==> config.mk <==
export PLATFORM = sky130hd
export DESIGN_NAME = spram_bank_fifo
export DESIGN_NICKNAME = d
export VERILOG_FILES = /design/src/rtl/spram_fifo_pkg.sv /design/src/rtl/spram_1p.sv /design/src/rtl/spram_bank_fifo.sv
export SDC_FILE = /design/constraint.sdc
export NUM_CORES = 1
export LEC_CHECK = 0
export ABC_AREA = 1
export BUFFER_PORTS_ARGS = -buffer_cell sky130_fd_sc_hd__buf_4
export CORE_MARGIN = 2
export CORE_UTILIZATION = 30
export CTS_BUF_LIST = sky130_fd_sc_hd__clkbuf_2 sky130_fd_sc_hd__clkbuf_4 sky130_fd_sc_hd__clkbuf_8
export DETAILED_ROUTE_END_ITERATION = 10
export PLACE_DENSITY = 0.51
export SLEW_MARGIN = 20
export SYNTH_ARGS = -nofsm -noshare
export SYNTH_HDL_FRONTEND = slang
export SYNTH_SLANG_ARGS = --single-unit
==> constraint.sdc <==
create_clock -name clk -period 4.9 [get_ports clk]
set_clock_uncertainty 0.15 [all_clocks]
set_input_delay 0.49 -clock clk [delete_from_list [all_inputs] [get_ports clk]]
set_output_delay 0.49 -clock clk [all_outputs]
set_load 0.02 [all_outputs]
==> src/rtl/spram_fifo_pkg.sv <==
// Shared types and width helpers for the single-port-RAM FIFO family.
// Reused by the bank FIFO and its ping-pong wrapper.
package spram_fifo_pkg;

    typedef enum logic [1:0] {
        OP_IDLE,
        OP_WR,
        OP_RD
    } op_t;

    // Bits needed to count 0..n inclusive.
    function automatic int cnt_w(input int n);
        return $clog2(n + 1);
    endfunction

    function automatic int ptr_w(input int n);
        return (n > 1) ? $clog2(n) : 1;
    endfunction

endpackage

==> src/rtl/spram_1p.sv <==
// Single-port RAM model: one read or one write per cycle.
// Registered read data, no reset; replaced by the foundry macro.
module spram_1p #(
    parameter int DW = 8,
    parameter int AW = 5
) (
    input  logic          clk,
    input  logic          en,
    input  logic          we,
    input  logic [AW-1:0] addr,
    input  logic [DW-1:0] wdata,
    output logic [DW-1:0] rdata
);

    logic [DW-1:0] mem_q [2**AW];

    always_ff @(posedge clk) begin
        if (en) begin
            if (we) begin
                mem_q[addr] <= wdata;
            end else begin
                rdata <= mem_q[addr];
            end
        end
    end

endmodule

==> src/rtl/spram_bank_fifo.sv <==
// Valid/ready FIFO on one single-port RAM with a prefetching
// output buffer so the head is always served from flops.
module spram_bank_fifo
    import spram_fifo_pkg::*;
#(
    parameter int DATA_WIDTH = 8,
    parameter int FIFO_DEPTH = 32,
    parameter int OB_DEPTH   = 3,
    parameter int ADDR_WIDTH = $clog2(FIFO_DEPTH)
) (
    input  logic                  clk,
    input  logic                  rst_n,
    input  logic [DATA_WIDTH-1:0] in_data,
    input  logic                  in_valid,
    output logic                  in_ready,
    output logic [DATA_WIDTH-1:0] out_data,
    output logic                  out_valid,
    input  logic                  out_ready,
    output logic [ADDR_WIDTH+1:0] occupancy
);

    localparam int RCW = ADDR_WIDTH + 1;
    localparam int OCW = cnt_w(OB_DEPTH);
    localparam int OPW = ptr_w(OB_DEPTH);
    localparam int OCC = ADDR_WIDTH + 2;

    localparam logic [RCW-1:0] RAM_FULL = RCW'(FIFO_DEPTH);
    localparam logic [OCW:0]   OB_FULL  = (OCW + 1)'(OB_DEPTH);
    localparam logic [OPW-1:0] OB_LAST  = OPW'(OB_DEPTH - 1);

    logic [ADDR_WIDTH-1:0] wr_ptr_q, wr_ptr_d;
    logic [ADDR_WIDTH-1:0] rd_ptr_q, rd_ptr_d;
    logic [RCW-1:0]        ram_cnt_q, ram_cnt_d;
    logic                  rd_inflight_q;
    logic [OCW-1:0]        ob_cnt_q, ob_cnt_d;
    logic [OPW-1:0]        ob_head_q, ob_head_d;
    logic [OPW-1:0]        ob_tail_q, ob_tail_d;
    logic [DATA_WIDTH-1:0] ob_q [OB_DEPTH];

    logic                  rd_issue;
    logic                  accept;
    logic                  bypass;
    logic                  pop;
    logic                  push;
    op_t                   op;
    logic [DATA_WIDTH-1:0] push_data;
    logic [DATA_WIDTH-1:0] ram_rdata;
    logic [ADDR_WIDTH-1:0] ram_addr;

    function automatic logic [OPW-1:0] ob_inc(input logic [OPW-1:0] p);
        return (p == OB_LAST) ? '0 : p + 1'b1;
    endfunction

    always_comb begin
        // Free OB slots must cover any read already in flight.
        rd_issue = (ram_cnt_q != '0) &&
                   (({1'b0, ob_cnt_q} + (OCW + 1)'(rd_inflight_q)) < OB_FULL);
        in_ready = !rd_issue && (ram_cnt_q < RAM_FULL);
        accept   = in_valid && in_ready;
        bypass   = accept && (ram_cnt_q == '0) && !rd_inflight_q &&
                   ({1'b0, ob_cnt_q} < OB_FULL);
        pop      = out_valid && out_ready;
        push     = rd_inflight_q || bypass;

        op = OP_IDLE;
        unique case (1'b1)
            rd_issue:          op = OP_RD;
            (accept && !bypass): op = OP_WR;
            default:           op = OP_IDLE;
        endcase

        push_data = rd_inflight_q ? ram_rdata : in_data;
        ram_addr  = (op == OP_RD) ? rd_ptr_q : wr_ptr_q;

        wr_ptr_d  = wr_ptr_q;
        rd_ptr_d  = rd_ptr_q;
        ram_cnt_d = ram_cnt_q;
        if (op == OP_WR) begin
            wr_ptr_d  = wr_ptr_q + 1'b1;
            ram_cnt_d = ram_cnt_q + 1'b1;
        end
        if (op == OP_RD) begin
            rd_ptr_d  = rd_ptr_q + 1'b1;
            ram_cnt_d = ram_cnt_q - 1'b1;
        end

        ob_head_d = pop  ? ob_inc(ob_head_q) : ob_head_q;
        ob_tail_d = push ? ob_inc(ob_tail_q) : ob_tail_q;
        ob_cnt_d  = ob_cnt_q + OCW'(push) - OCW'(pop);
    end

    always_ff @(posedge clk or negedge rst_n) begin
        if (!rst_n) begin
            wr_ptr_q      <= '0;
            rd_ptr_q      <= '0;
            ram_cnt_q     <= '0;
            rd_inflight_q <= 1'b0;
            ob_cnt_q      <= '0;
            ob_head_q     <= '0;
            ob_tail_q     <= '0;
            for (int i = 0; i < OB_DEPTH; i++) begin
                ob_q[i] <= '0;
            end
        end else begin
            wr_ptr_q      <= wr_ptr_d;
            rd_ptr_q      <= rd_ptr_d;
            ram_cnt_q     <= ram_cnt_d;
            rd_inflight_q <= (op == OP_RD);
            ob_cnt_q      <= ob_cnt_d;
            ob_head_q     <= ob_head_d;
            ob_tail_q     <= ob_tail_d;
            if (push) begin
                ob_q[ob_tail_q] <= push_data;
            end
        end
    end

    assign out_valid = (ob_cnt_q != '0);
    assign out_data  = ob_q[ob_head_q];
    assign occupancy = OCC'(ram_cnt_q) + OCC'(rd_inflight_q) + OCC'(ob_cnt_q);

    spram_1p #(
        .DW(DATA_WIDTH),
        .AW(ADDR_WIDTH)
    ) u_ram (
        .clk  (clk),
        .en   (op != OP_IDLE),
        .we   (op == OP_WR),
        .addr (ram_addr),
        .wdata(in_data),
        .rdata(ram_rdata)
    );

endmodule
==> run summary, run 1 <==
HPWL after DPL: 21700 um
GR Overflow Total: 0
CP Launch Type: flop
via count: 9840
die height: 220 um
Final WS setup: 0.301 ns
final WL: 35900 um
Avg Inst Size Synth: 9.95 um^2
Max-cap violations: 0
Crit path largest cell delay: 0.64 ns
P&R area growth vs syn: 14.4%
Min-Delay Startpoint: out_ready
syn_nets: 1439
initial antenna violation count: 0
critical path buffer and inverter count: 3
most frequent CP cell: ha_1
Post-Syn Instances: 1410
CP startpoint: rd_inflight_q$_DFF_PN0_
number of global-route vias before repair: 9815
worst-margin pin slew: 0.770 ns
Final Hold Slack: 0.0808 ns
GRT Util Overall: 0.151
Residual DRC: 0
Ports: 29
clock buffer count from CTS: 51
largest family of logic cells by synthesized area: simple AND/OR/NAND/NOR gates
share of post-route cells with drive strength above 1: 0.125
CTS tree: yes
Warnings, synthesis: 0
Crit-path slowest cell: nor2_1
clk buf depth: 3
WL per Instance: 17.0 um
critical path data required time: 4.96 ns
fillers: 4715
CTS root buf: clkbuf_8
RD Place Congestion: 0.838
Iter 0 DRT Violations: 915
NumNets Final: 1499
clock sink total: 311
mux cell area share after synthesis: 0
core area: 46400 um^2
Pre-antenna DRT Iters: 5
Post-Synth Adder-Cell Area: 0.0168
post-synthesis register bit count: 311
Antenna Nets Post-Route: 0
achievable clock frequency: 0.217 GHz
dpl cell area: 15000 um^2
worst path cell trace: ha_1 > ha_1 > a21oi_1 > nand2_1 > inv_1 > nor2_1 > nand3_1 > ha_1 > buf_4 > nand2_4 > buf_4 > nand4_2 > nor2_1
post-route cell area: 16100 um^2
commonest non-fill, non-tap cells in the layout: nand2_1 (681), edfxtp_1 (264), nand3_1 (170)
critical path type: flop to flop
post-placement worst setup slack: 0.336 ns
most common cell after layout, fill and taps aside: nand2_1
synth unique cells: 32
global-route wire length before repair: 56400 um
clk slew on worst S/H paths: 0.06 ns
Vias/cell: 4.65
simple-gate share of the synthesized area: 0.276
status: finished clean
mapped cell area: 14000 um^2
RSZ-0062 raised after global routing: yes
post-synthesis compound-gate area fraction: 0.0107
FP Rows: 79
H-tree depth: 2
Tmin final: 4.60 ns
XOR/XNOR Fraction of Synth Area: 0.00999
Crit path arrival time: 4.66 ns
CP max FO: 49
max-slew violation count: 0
relative slew slack: 0.485
Top delay family on crit path: simple AND/OR/NAND/NOR gates
# port buffers: 28
Final period util: 0.939
TNS Setup: 0 ns
# diodes: 0
R2R Path Start: rd_inflight_q$_DFF_PN0_
Fin. Hold Viols: 0
CP endpoint kind: flop
register area share after synthesis: 0.649
Hold/Removal Path Class: input port to flop
die area: 48500 um^2
die width: 220 um
final setup vio count: 0
Resized Gates After CTS: 0
largest net degree at the start of global routing: 74
starting density of the core: 0.303
worst skew pair latency: 0.59 ns
-- final timing paths --
check / slack (ns) / depth (start not counted) / endpoint
setup / recovery: 0.30 / 13 / u_ram.mem_q[27][3]$_DFFE_PP_
hold / removal: 0.08 / 4 / ob_head_q[0]$_DFFE_PN0P_
setup reg to reg: 0.30 / 13 / u_ram.mem_q[27][3]$_DFFE_PP_
hold reg to reg: 0.32 / 2 / ob_q[2]$_DFFE_PN0P_
max in group asynchronous: 3.86 / 2 / ram_cnt_q[1]$_DFFE_PN0P_
min in group asynchronous: 0.32 / 2 / ob_q[18]$_DFFE_PN0P_
-- layer usage --
layer  GRT usage  up-vias  share of wire
met4      0.0391        0          0.015
met5           0        -              0
met2       0.241      256           0.46
met3      0.0252       48          0.057
met1       0.213     4732           0.47
li1            -     4804              -
-- sequential cells by signal, indices dropped and copies added, names as in the netlist, 2 cells and up --
name / cells
ob_cnt_q: 2
wr_ptr_q: 5
ob_tail_q: 2
rd_ptr_q: 5
ob_head_q: 2
u_ram.mem_q: 256
ob_q: 24
ram_cnt_q: 6
u_ram.rdata: 8
-- tightest hold or removal path: stages --
cell and delay (ns):
buf_4 0.08, nand2_1 0.08, nand2_1 0.07, nand2_1 0.05
-- stage by stage --
step	util	std cells
3_3_place_gp	0.323	2023
6_report	0.346	2117
5_1_grt	0.346	2117
3_5_place_dp	0.323	2023
2_1_floorplan	-	1410
4_1_cts	0.346	2117
-- synth_stat cells, drive strengths merged --
cell type	n	area (um^2)
dfrtp	47	1180
xor2	12	105
o21ai	14	104
inv	46	175
a31oi	1	6.26
nand3	170	851
edfxtp	264	7930
ha	14	175
fa	3	60.1
o21bai	1	7.51
clkbuf	15	56.3
o22ai	2	12.5
xnor2	4	35.0
nor3	10	140
or2	2	12.5
buf	48	290
nand4	6	43.8
nand2	688	2610
nor2	59	221
a21oi	4	20.0
-- logic make-up (layout without fill, tap and decap cells) --
family | after synthesis | after routing
compound gates | 22 | 22
fa+ha+maj | 17 | 17
flops | 311 | 311
xor+xnor | 16 | 16
simple gates | 935 | 935
buf+inv | 109 | 209
-- area by class of cell --
type	instances	area (um^2)	share of cell area
clock inverter	13	95.1	0.00592
clock buffer	80	951	0.0592
timing repair buffer	70	541	0.0337
inverter	46	175	0.0109
multi-input combinational	990	4430	0.276
tap	607	759	0.0473
sequential	311	9100	0.567
-- repair_timing --
item / in CTS / in global routing
setup endpoints to repair: 0 / 16
endpoints found under the hold margin: 47 / 0
hold buffers: 1 / 0
setup buffers: 0 / 0
Power of run 1 is left out: the tool's default activity adds up to more than one toggle a clock period on the data nets, which glitch-free logic cannot reach.
==> inputs of run 2 (changes only) <==
--- a/config.mk
+++ b/config.mk
@@ -12,6 +12,7 @@
 export CTS_BUF_LIST = sky130_fd_sc_hd__clkbuf_2 sky130_fd_sc_hd__clkbuf_4 sky130_fd_sc_hd__clkbuf_8
 export DETAILED_ROUTE_END_ITERATION = 10
 export PLACE_DENSITY = 0.51
+export RECOVER_POWER = 25
 export SLEW_MARGIN = 20
 export SYNTH_ARGS = -nofsm -noshare
 export SYNTH_HDL_FRONTEND = slang
==> run 2 against run 1 <==
The flow now finishes with violations (capacitance limit, slew limit). First-iteration DRC count fell by 3.6%. Hold slack lost 0.0019 ns. Final area is 0.16% lower.
==> run summary, run 2 (synthesis gave the netlist of run 1 again) <==
starting density of the core: 0.303 (unchanged)
Min-Delay Startpoint: out_ready
setup bufs post-CTS: 0 (unchanged)
worst reg2reg path depth: 13 (unchanged)
CP max FO: 49 (unchanged)
most common cell after layout, fill and taps aside: nand2_1
initial antenna violation count: 0 (unchanged)
Biggest register: u_ram.mem_q
clock sink total: 311 (unchanged)
FP Rows: 79 (unchanged)
Hold Path Depth: 4 (unchanged)
commonest non-fill, non-tap cells in the layout: nand2_1 (681), edfxtp_1 (264), nand3_1 (170)
global-route wire length before repair: 56400 um (unchanged)
final setup vio count: 0 (unchanged)
Max-cap violations: 7 (+7)
Residual DRC: 0 (unchanged)
NumNets Final: 1499 (unchanged)
Hold/Removal Path Class: input port to flop
# diodes: 0 (unchanged)
CP startpoint: rd_inflight_q$_DFF_PN0_
clk buf depth: 3 (unchanged)
Tmin final: 4.62 ns (+0.0190 ns)
share of post-route cells with drive strength above 1: 0.120 (-0.00464)
GR Overflow Total: 0 (unchanged)
WL per Instance: 17.0 um (+0.17%)
relative slew slack: -0.405 (-0.890)
critical path data required time: 4.99 ns (+0.03 ns)
worst path cell trace: ha_1 > ha_1 > a21oi_1 > nand2_1 > inv_1 > nor2_1 > nand3_1 > ha_1 > buf_4 > nand2_4 > buf_4 > nand4_2 > nor2_1
final WL: 36000 um (+0.17%)
status: finished with violations
die height: 220 um (unchanged)
critical path buffer and inverter count: 3 (unchanged)
critical path type: flop to flop
Ports: 29 (unchanged)
max-slew violation count: 238 (+238)
core area: 46400 um^2 (unchanged)
number of global-route vias before repair: 9815 (unchanged)
critical path depth in cells: 13 (unchanged)
global routing met1 resource utilization: 0.213 (unchanged)
fillers: 4714 (-0.021%)
met2 usage: 0.241 (unchanged)
Vias/cell: 4.62 (-0.50%)
Regs by FF count: u_ram.mem_q x256, ob_q x24, u_ram.rdata x8
worst-margin pin slew: 2.11 ns (+1.34 ns)
via count: 9791 (-0.50%)
R2R Path Start: rd_inflight_q$_DFF_PN0_
Antenna Nets Post-Route: 0 (unchanged)
CTS tree: yes
P&R area growth vs syn: 14.2%
Crit-path slowest cell: nor2_1
violated checks: capacitance limit, slew limit
H-tree depth: 2 (unchanged)
# port buffers: 28 (unchanged)
most frequent CP cell: ha_1
worst skew pair latency: 0.59 ns (about the same)
clock buffer count from CTS: 51 (unchanged)
clk slew on worst S/H paths: 0.06 ns (about the same)
TNS Setup: 0 ns (unchanged)
HPWL after DPL: 21700 um (unchanged)
achievable clock frequency: 0.217 GHz (-0.41%)
Iter 0 DRT Violations: 882 (-3.6%)
Final period util: 0.943 (+0.00388)
RD Place Congestion: 0.838 (unchanged)
routing usage on met3: 0.0252 (unchanged)
Pre-antenna DRT Iters: 5 (unchanged)
GRT Util Overall: 0.151 (unchanged)
CP endpoint kind: flop
Top delay family on crit path: simple AND/OR/NAND/NOR gates
CP Launch Type: flop
Crit path largest cell delay: 0.69 ns (+0.05 ns)
Crit path arrival time: 4.71 ns (+0.05 ns)
Resized Gates After CTS: 0 (unchanged)
GRT busiest layer: met2
Largest register FFs: 256 (unchanged)
Fin. Hold Viols: 0 (unchanged)
CTS root buf: clkbuf_8
largest net degree at the start of global routing: 74 (unchanged)
die area: 48500 um^2 (unchanged)
RSZ-0062 raised after global routing: yes
die width: 220 um (unchanged)
[run 2: area by class of cell]
class | instances | area (um^2) | share of cell area
Multi-Input combinational cell | 990 | 4430 | 0.276
Clock inverter | 13 | 95.1 | 0.00593
Clock buffer | 80 | 951 | 0.0593
Tap cell | 607 | 759 | 0.0474
Timing Repair Buffer | 70 | 514 | 0.0321
Sequential cell | 311 | 9100 | 0.568
Inverter | 46 | 175 | 0.0109
[run 2: timing repair]
item                       4_1_cts  5_1_grt
hold buffers                     1        0
hold endpoints to repair        47        0
setup endpoints to repair        0       16
[run 2: layer usage]
| metal | up-vias | wire length (um) |
|---|---|---|
| li1 | 4802 | - |
| met1 | 4713 | 17200 |
| met5 | - | 0 |
| met3 | 52 | 1870 |
| met4 | 0 | 552 |
| met2 | 224 | 16400 |
[run 2: worst paths after layout]
kind / endpoint / slack, ns
worst max-delay path: u_ram.mem_q[19][1]$_DFFE_PP_ / 0.28
worst min-delay path: ob_head_q[0]$_DFFE_PN0P_ / 0.08
worst max register to register: u_ram.mem_q[19][1]$_DFFE_PP_ / 0.28
worst min register to register: ob_q[2]$_DFFE_PN0P_ / 0.32
max in group asynchronous: ram_cnt_q[1]$_DFFE_PN0P_ / 3.86
min in group asynchronous: ram_cnt_q[4]$_DFFE_PN0P_ / 0.32
[run 2: worst register-to-register path: stages (launching register included)]
cell,delay (ns)
dfrtp_1,0.48
ha_1,0.26
ha_1,0.28
a21oi_1,0.06
nand2_1,0.11
inv_1,0.23
nor2_1,0.20
nand3_1,0.13
ha_1,0.32
buf_4,0.24
nand2_4,0.13
buf_4,0.50
nand4_2,0.50
nor2_1,0.69
[run 2: per-stage QoR]
| step | cell area, um^2 | cells | setup WS [ns] | utilization | hold WS (ns) |
|---|---|---|---|---|---|
| 2_1_floorplan | 14000 | 1410 | 1.10 | - | 0.0444 |
| 3_3_place_gp | 15000 | 2023 | 0.442 | 0.323 | 0.307 |
| 3_5_place_dp | 15000 | 2023 | 0.336 | 0.323 | 0.309 |
| 4_1_cts | 16100 | 2117 | 0.329 | 0.346 | 0.0431 |
| 5_1_grt | 16000 | 2117 | -0.0385 | 0.346 | 0.0880 |
| 6_report | 16000 | 2117 | 0.282 | 0.346 | 0.0789 |
Power of run 2 is left out for the same reason.
